==> src/rtl/hazard_pkg.sv <==
// Shared types for the hazard controller: shadow-entry layout, stage indices, halt FSM states.
// No logic of its own; zero latency.
// No flow control; consumed by hazard_ctrl and hazard_sb_stage.
package hazard_pkg;

   // Default register-index width (8 architectural registers).
   localparam int REG_W_DEF = 3;
   // Shadow entries carry destinations at this fixed width; hazard_ctrl zero-extends into it.
   localparam int REG_W_MAX = 8;

   localparam int STAGE_X  = 0;
   localparam int STAGE_M  = 1;
   localparam int STAGE_W  = 2;
   localparam int N_STAGES = 3;

   // One in-flight instruction as seen by the hazard logic.
   typedef struct packed {
      logic                 v;   // real instruction (not a bubble)
      logic [REG_W_MAX-1:0] rd;  // destination register
      logic                 rw;  // writes rd
      logic                 ld;  // is a load
   } sb_entry_t;

   localparam sb_entry_t SB_BUBBLE = '0;

   typedef enum logic [1:0] {
      HS_RUN    = 2'd0,
      HS_DRAIN  = 2'd1,
      HS_HALTED = 2'd2
   } halt_st_t;

   // A stage produces a RAW hazard on a source only if it really writes that register.
   function automatic logic sb_match(input sb_entry_t            e,
                                     input logic [REG_W_MAX-1:0] src,
                                     input logic                 used,
                                     input logic                 r0_zero);
      return e.v & e.rw & used & (e.rd == src) & ~(r0_zero & (src == '0));
   endfunction

endpackage

==> src/rtl/hazard_sb_stage.sv <==
// One shadow-scoreboard entry tracking the instruction held in a pipeline stage.
// Registered: the entry presented on i_dat appears on o_dat one cycle later.
// No backpressure; when i_load is low the stage fills with a bubble.
module hazard_sb_stage
   import hazard_pkg::*;
(
   input  logic      clk,
   input  logic      rst,
   input  logic      i_load,
   input  sb_entry_t i_dat,
   output sb_entry_t o_dat
);

   sb_entry_t r_ent;

   // Advance every cycle: take the upstream entry when loading, otherwise become a bubble.
   always_ff @(posedge clk or negedge rst) begin
      if (!rst) begin
         r_ent <= SB_BUBBLE;
      end else if (i_load) begin
         r_ent <= i_dat;
      end else begin
         r_ent <= SB_BUBBLE;
      end
   end

   assign o_dat = r_ent;

endmodule

==> src/rtl/hazard_ctrl.sv <==
// Pipeline hazard controller: shadow X/M/W scoreboard, RAW stall, branch flush, halt drain, stall counter.
// Outputs are combinational from current state and decode inputs (zero latency); state moves on clk.
// Stalls hold PC/IF-ID and inject an ID/EX bubble; a taken branch flushes and overrides any stall.
module hazard_ctrl
   import hazard_pkg::*;
#(
   parameter int REG_W     = REG_W_DEF,  // must not exceed REG_W_MAX
   parameter int FWD_EN    = 1,
   parameter int RF_BYPASS = 1,
   parameter int R0_ZERO   = 0,
   parameter int CNT_W     = 16
)(
   input  logic             clk,
   input  logic             rst,
   input  logic             dec_valid,
   input  logic [REG_W-1:0] dec_rs,
   input  logic [REG_W-1:0] dec_rt,
   input  logic             dec_rs_used,
   input  logic             dec_rt_used,
   input  logic [REG_W-1:0] dec_rd,
   input  logic             dec_regwrite,
   input  logic             dec_memread,
   input  logic             br_taken,
   input  logic             halt_req,
   output logic             stall_fd,
   output logic             nop_de,
   output logic             flush_fd,
   output logic             flush_de,
   output logic             halted,
   output logic [CNT_W-1:0] stall_cnt
);

   sb_entry_t            w_dec_ent;
   sb_entry_t            w_ent [N_STAGES];
   logic [REG_W_MAX-1:0] w_rs;
   logic [REG_W_MAX-1:0] w_rt;
   logic [N_STAGES-1:0]  w_hz;
   logic                 w_raw;
   logic                 w_stall;
   logic                 w_x_load;
   logic                 w_empty;
   logic                 w_halt_pend;
   logic                 w_halted;
   halt_st_t             r_hstate;
   halt_st_t             w_hstate_nxt;
   logic [CNT_W-1:0]     r_stall_cnt;

   assign w_rs = REG_W_MAX'(dec_rs);
   assign w_rt = REG_W_MAX'(dec_rt);

   // Describe the decode-stage instruction as a shadow entry ready to enter X.
   always_comb begin
      w_dec_ent    = SB_BUBBLE;
      w_dec_ent.v  = 1'b1;
      w_dec_ent.rd = REG_W_MAX'(dec_rd);
      w_dec_ent.rw = dec_regwrite;
      w_dec_ent.ld = dec_memread;
   end

   // X only admits a decode op that is really leaving decode this cycle.
   assign w_x_load = dec_valid & ~stall_fd & ~flush_de & ~w_halt_pend;

   hazard_sb_stage u_sb_x (
      .clk    (clk),
      .rst    (rst),
      .i_load (w_x_load),
      .i_dat  (w_dec_ent),
      .o_dat  (w_ent[STAGE_X])
   );

   hazard_sb_stage u_sb_m (
      .clk    (clk),
      .rst    (rst),
      .i_load (1'b1),
      .i_dat  (w_ent[STAGE_X]),
      .o_dat  (w_ent[STAGE_M])
   );

   hazard_sb_stage u_sb_w (
      .clk    (clk),
      .rst    (rst),
      .i_load (1'b1),
      .i_dat  (w_ent[STAGE_M]),
      .o_dat  (w_ent[STAGE_W])
   );

   // Per-stage RAW match against either decode source.
   always_comb begin
      w_hz = '0;
      for (int s = 0; s < N_STAGES; s++) begin
         w_hz[s] = sb_match(w_ent[s], w_rs, dec_rs_used, R0_ZERO != 0)
                 | sb_match(w_ent[s], w_rt, dec_rt_used, R0_ZERO != 0);
      end
   end

   // With forwarding only a load in X cannot be bypassed; without it every producer still in flight blocks.
   always_comb begin
      w_raw = 1'b0;
      if (FWD_EN != 0) begin
         w_raw = w_hz[STAGE_X] & w_ent[STAGE_X].ld;
      end else begin
         w_raw = w_hz[STAGE_X] | w_hz[STAGE_M] | ((RF_BYPASS == 0) & w_hz[STAGE_W]);
      end
   end

   // A squashed decode op never stalls.
   assign w_stall = dec_valid & w_raw & ~br_taken;
   assign w_empty = ~(w_ent[STAGE_X].v | w_ent[STAGE_M].v | w_ent[STAGE_W].v);

   // Halt FSM state register.
   always_ff @(posedge clk or negedge rst) begin
      if (!rst) begin
         r_hstate <= HS_RUN;
      end else begin
         r_hstate <= w_hstate_nxt;
      end
   end

   // Halt FSM next state: halt op must actually issue, then drain until X/M/W are empty.
   always_comb begin
      w_hstate_nxt = r_hstate;
      w_halt_pend  = 1'b0;
      w_halted     = 1'b0;
      case (r_hstate)
         HS_RUN: begin
            if (halt_req & dec_valid & ~br_taken & ~w_stall) begin
               w_hstate_nxt = HS_DRAIN;
            end
         end
         HS_DRAIN: begin
            w_halt_pend = 1'b1;
            if (w_empty) begin
               w_hstate_nxt = HS_HALTED;
            end
         end
         HS_HALTED: begin
            w_halt_pend = 1'b1;
            w_halted    = 1'b1;
         end
         default: begin
            w_hstate_nxt = HS_RUN;
         end
      endcase
   end

   // Count genuine RAW stall cycles, ignoring halt freeze, saturating at all-ones.
   always_ff @(posedge clk or negedge rst) begin
      if (!rst) begin
         r_stall_cnt <= '0;
      end else if (w_stall & ~w_halt_pend & (r_stall_cnt != '1)) begin
         r_stall_cnt <= r_stall_cnt + CNT_W'(1);
      end
   end

   assign stall_fd  = w_stall | w_halt_pend;
   assign nop_de    = w_stall | w_halt_pend;
   assign flush_fd  = br_taken;
   assign flush_de  = br_taken;
   assign halted    = w_halted;
   assign stall_cnt = r_stall_cnt;

endmodule

==> config.mk <==
export PLATFORM = sky130hd
export DESIGN_NAME = hazard_ctrl
export DESIGN_NICKNAME = d
export VERILOG_FILES = /design/src/rtl/hazard_pkg.sv /design/src/rtl/hazard_sb_stage.sv /design/src/rtl/hazard_ctrl.sv
export SDC_FILE = /design/constraint.sdc
export NUM_CORES = 1
export LEC_CHECK = 0
export CAP_MARGIN = 15
export CORE_ASPECT_RATIO = 1.25
export CORE_UTILIZATION = 57
export DETAILED_ROUTE_END_ITERATION = 8
export PLACE_DENSITY = 0.93
export SETUP_SLACK_MARGIN = 0.1
export SLEW_MARGIN = 20
export SYNTH_ARGS = -nofsm -noshare
export SYNTH_HDL_FRONTEND = slang
export SYNTH_HIERARCHICAL = 1
export SYNTH_SLANG_ARGS = --single-unit
==> constraint.sdc <==
create_clock -name clk -period 3.7 [get_ports clk]
set_clock_uncertainty 0.1 [all_clocks]
set_input_delay 0.37 -clock clk [delete_from_list [all_inputs] [get_ports clk]]
set_output_delay 0.37 -clock clk [all_outputs]
set_load 0.02 [all_outputs]
; After elaboration in Yosys (flattened, before gate mapping)
; Cells that the tools add are included.
[classes]
n_addsub = 1
mul = 0
n_div = 0
order_cmp = 0
eq_ne = 7
shifts = 0
n_mux = 6
bitwise_logic = 25
n_reduce_logical = 3
[ops]
columns = op, count
row1 = "adder 16 x 1 -> 16 bit, second input constant", 1
row2 = bitwise AND 1 bit, 16
row3 = == test 8 x 3 -> 1 bit, 2
row4 = "inequality test 16 bit, second input constant", 1
row5 = two-way mux 11 bit, 1
row6 = one-hot mux 2 bit (3 select lines), 1
row7 = inverter 1 bit, 5
row8 = two-way mux 2 bit, 2
row9 = "inequality test 2 bit, second input constant", 2
row10 = OR 1 bit, 4
row11 = AND reduction 3 bit, 1
row12 = "== test 2 x 1 -> 1 bit, second input constant", 1
row13 = "== test 2 bit, second input constant", 1
row14 = zero test 2 bit, 1
row15 = two-way mux 1 bit, 2
row16 = OR reduction 2 bit, 1
[word_totals]
ff_bits = 31
latchBits = 0
ram_bits = 0
mem_bits_ro = 0
wordCells = 50
n_memories = 0

; Longest topological paths before layout
[depth]
word_depth = 13
mapped_depth = 7

; By module
; The synthesis kept the hierarchy.
[modules_own_cells]
columns = module, instances, cells_per_inst, area_each_um2, seq_area_each_um2
row1 = hazard_ctrl, 1, 114, 1121.1, 450.4
row2 = hazard_sb_stage, 3, 23, 355.3, 275.3

; Least setup slack after synthesis
; Ideal clock, no wire load.
[synth_path]
path_kind = flip-flop to output port
start = register u_sb_x.r_ent (netlist bit u_sb_x/o_dat[5])
end = output port stall_fd
arrival_time_ns = 1.458
required_ns = 3.230
path_slack_ns = 1.772
stages_incl_launch_ff = 7
n_path_buf = 2
path_cell_list = dfrtp_1 nor4_1 nand3_1 a21oi_4 buf_6 or2_2 buf_4
[synth_via]
elab_chain_cells = 7
elab_cells_between_ends = 9
classes_between = 2 x eq/ne / 7 x bitwise
[synth_rtl]
columns = item, line_no
row1 = "start, declared", hazard_sb_stage.sv:14  ; sb_entry_t r_ent;
row2 = "start signal, assigned", hazard_sb_stage.sv:21  ; r_ent <= i_dat;
row3 = == test 8 x 3 -> 1 bit, hazard_pkg.sv:37  ; return e.v & e.rw & used & (e.rd == src) & ~(r0_zero & (src == '0));
row4 = bitwise AND 1 bit, hazard_pkg.sv:37
row5 = OR 1 bit (*), hazard_ctrl.sv:92  ; | sb_match(w_ent[s], w_rt, dec_rt_used, R0_ZERO != 0);
row6 = bitwise AND 1 bit (*), hazard_ctrl.sv:100  ; w_raw = w_hz[STAGE_X] & w_ent[STAGE_X].ld;
row7 = bitwise AND 1 bit (*) (2 in a row), hazard_ctrl.sv:107  ; assign w_stall = dec_valid & w_raw & ~br_taken;
row8 = OR 1 bit (*), -
row9 = "end, declared", hazard_ctrl.sv:25  ; output logic stall_fd,
; Every way passes the cells marked *; elsewhere a longest branch is shown, timed or not.

; Worst setup path after layout
[layout_path]
start = input port br_taken
end = output port nop_de
[layout_via]
elab_chain_cells = 3
[layout_rtl]
columns = item, line_no
row1 = "start, declared", hazard_ctrl.sv:23  ; input logic br_taken,
row2 = inverter 1 bit, hazard_ctrl.sv:107
row3 = bitwise AND 1 bit, hazard_ctrl.sv:107
row4 = OR 1 bit, hazard_ctrl.sv:156  ; assign nop_de = w_stall | w_halt_pend;
row5 = "end, declared", hazard_ctrl.sv:26  ; output logic nop_de,
; No other way between the ends.

==> impl_metrics.py <==
metrics = {
    "yosys": {
        "netlist_area_sq_mm": 0.00156,
        "syn_inst": 143,
        "yosysWarnings": 6,
        "synth.avg_cell_area_sq_um": 10.9,
    },
    "cells_and_area": {
        "area_growth_pct": 28.0,
        "final_common_cell": "clkdlybuf4s50_1",
        "antenna_cells": 0,
        "final_nets": 210,
        "drive_above_1_share": 0.0745,
        "final_cell_mix": "38 x clkdlybuf4s50_1, 31 x dfrtp_1, 21 x xnor2_1",
    },
    "timing": {
        "max_freq_mhz": 345,
        "holdWs_ns": 0.317,
        "slew_violations": 0,
        "rsz0062_at_grt": "false",
        "fin_crit_sh": 0.782,
        "tightest_slew_ns": 0.836,
        "fin_crit_ns": 2.89,
        "finalSetupViolations": 0,
        "relSlewSlack": 0.441,
        "final_hold_viol_count": 0,
        "final.setup.tns_ns": 0,
    },
    "critical_path": {
        "cp.arrival_ns": 2.42,
        "crit_fanout": 19,
        "critPathRequiredTime_ns": 3.23,
        "worstSetupPathType": "in2out",
        "reg2reg_slack_ns": 1.71,
        "timing.rr.start": "u_sb_x/o_dat[10]",
        "reg2reg_depth": 5,
        "critPathCaptureType": "output pin",
        "r2r_end": "u_sb_x/o_dat[0]",
        "cp-start-kind": "input pin",
    },
    "clocking": {
        "clkSinkCount": 31,
        "clkTransAtPathRegs_ns": 0.10,
        "cts_made_buffers": 5,
        "post_cts_resized": 0,
        "cts_htree_levels": 2,
        "insertion_delay_ns": 0.33,
        "cts_max_path_buffers": 2,
        "tritoncts": "built",
        "post_cts_buffers": 0,
        "cts-root-buf": "clkbuf_4",
        "cts.hold.buffers_added": 0,
    },
    "global_route": {
        "grt_pass1_vias": 1197,
        "grt_usage": 0.233,
        "grt_pass1_wl_um": 5060,
        "grt_start_max_net_pins": 32,
        "grt_overflow": 0,
        "antenna_found_initial": 0,
    },
    "die": {
        "die_area_sq_mm": 0.00295,
        "die_y_um": 60.5,
        "core_sq_mm": 0.00250,
        "num_io_pins": 39,
        "start_util": 0.624,
        "row_count": 20,
        "die_w_um": 48.8,
    },
    "placement": {
        "place_congestion": 0.806,
        "io_buffers": 38,
    },
    "power": {
        "totalPowerFinal_uw": 827,
        "p_leak_uw": 0.000872,
        "vdd_drop_max_uv": 267,
        "power.density_mw_per_mm2": 414,
    },
    "detailed_routing": {
        "firstDrtPassIters": 4,
        "dr_total_vias": 1164,
        "wirelength_um": 3010,
        "detail-route-antenna-nets": 0,
        "drt_iter0_drc": 30,
        "drc": 0,
        "viasPerCell": 5.27,
        "wl_per_cell_um": 13.6,
    },
    "hold_path": {
        "min_path_type": "in2async",
    },
    "outcome": {
        "status": "finished clean",
    },
    "job": {
        "cap_viol_max_count": 0,
    },
}
==> worst max-delay path, cell delays in order <==
cell	delay, ns
clkdlybuf4s50_1	0.43
and2b_1	0.28
nand3_1	0.14
a21oi_4	0.41
or2_2	0.20
clkdlybuf4s50_1	0.59
==> report_power, final <==
group | internal, uW | total (uW) | switching, uW
Sequential | 361 | 375 | 14.4
Combinational | 115 | 254 | 138
Clock | 87.9 | 198 | 110
Total | 564 | 827 | 263
==> area by class of cell <==
cell class	count	area [sq um]
Multi-Input combinational cell	104	707
Inverter	6	22.5
Fill cell	167	504
Timing Repair Buffer	40	395
Tap cell	33	41.3
Sequential cell	31	776
Clock inverter	1	5.00
Clock buffer	6	51.3
==> registers in the layout, indices dropped and copies added, names as in the netlist <==
register,cells
stall_cnt,16
u_sb_x/o_dat,11
r_hstate,2
u_sb_m/o_dat,1
u_sb_w/o_dat,1
==> metrics by stage <==
stage                util  cells  area, sq um  setup slack, ns
global placement    0.776    214         1940            0.896
CTS                 0.799    221         2000            0.803
finish              0.799    221         2000            0.805
floorplan               -    149         1580             1.79
global route        0.799    221         2000            0.683
detailed placement  0.776    214         1940            0.794
==> metal layers <==
layer | vias to the layer above | global-route usage | wire, um
met4 | 0 | 0.118 | 46
li1 | 559 | - | -
met5 | - | 0 | 0
met1 | 563 | 0.230 | 1170
met2 | 35 | 0.460 | 1670
met3 | 7 | 0.0526 | 123
==> worst max path at each step <==
stage	from	endpoint	slack (ns)	cells past startpoint
CTS	br_taken	nop_de	0.80	6
floorplan	u_sb_x/o_dat[5]	stall_fd	1.79	6
detailed placement	br_taken	nop_de	0.79	6
global route	br_taken	stall_fd	0.68	6
finish	br_taken	nop_de	0.81	6
global placement	br_taken	stall_fd	0.90	6
Power figures use the tool's default switching activity.
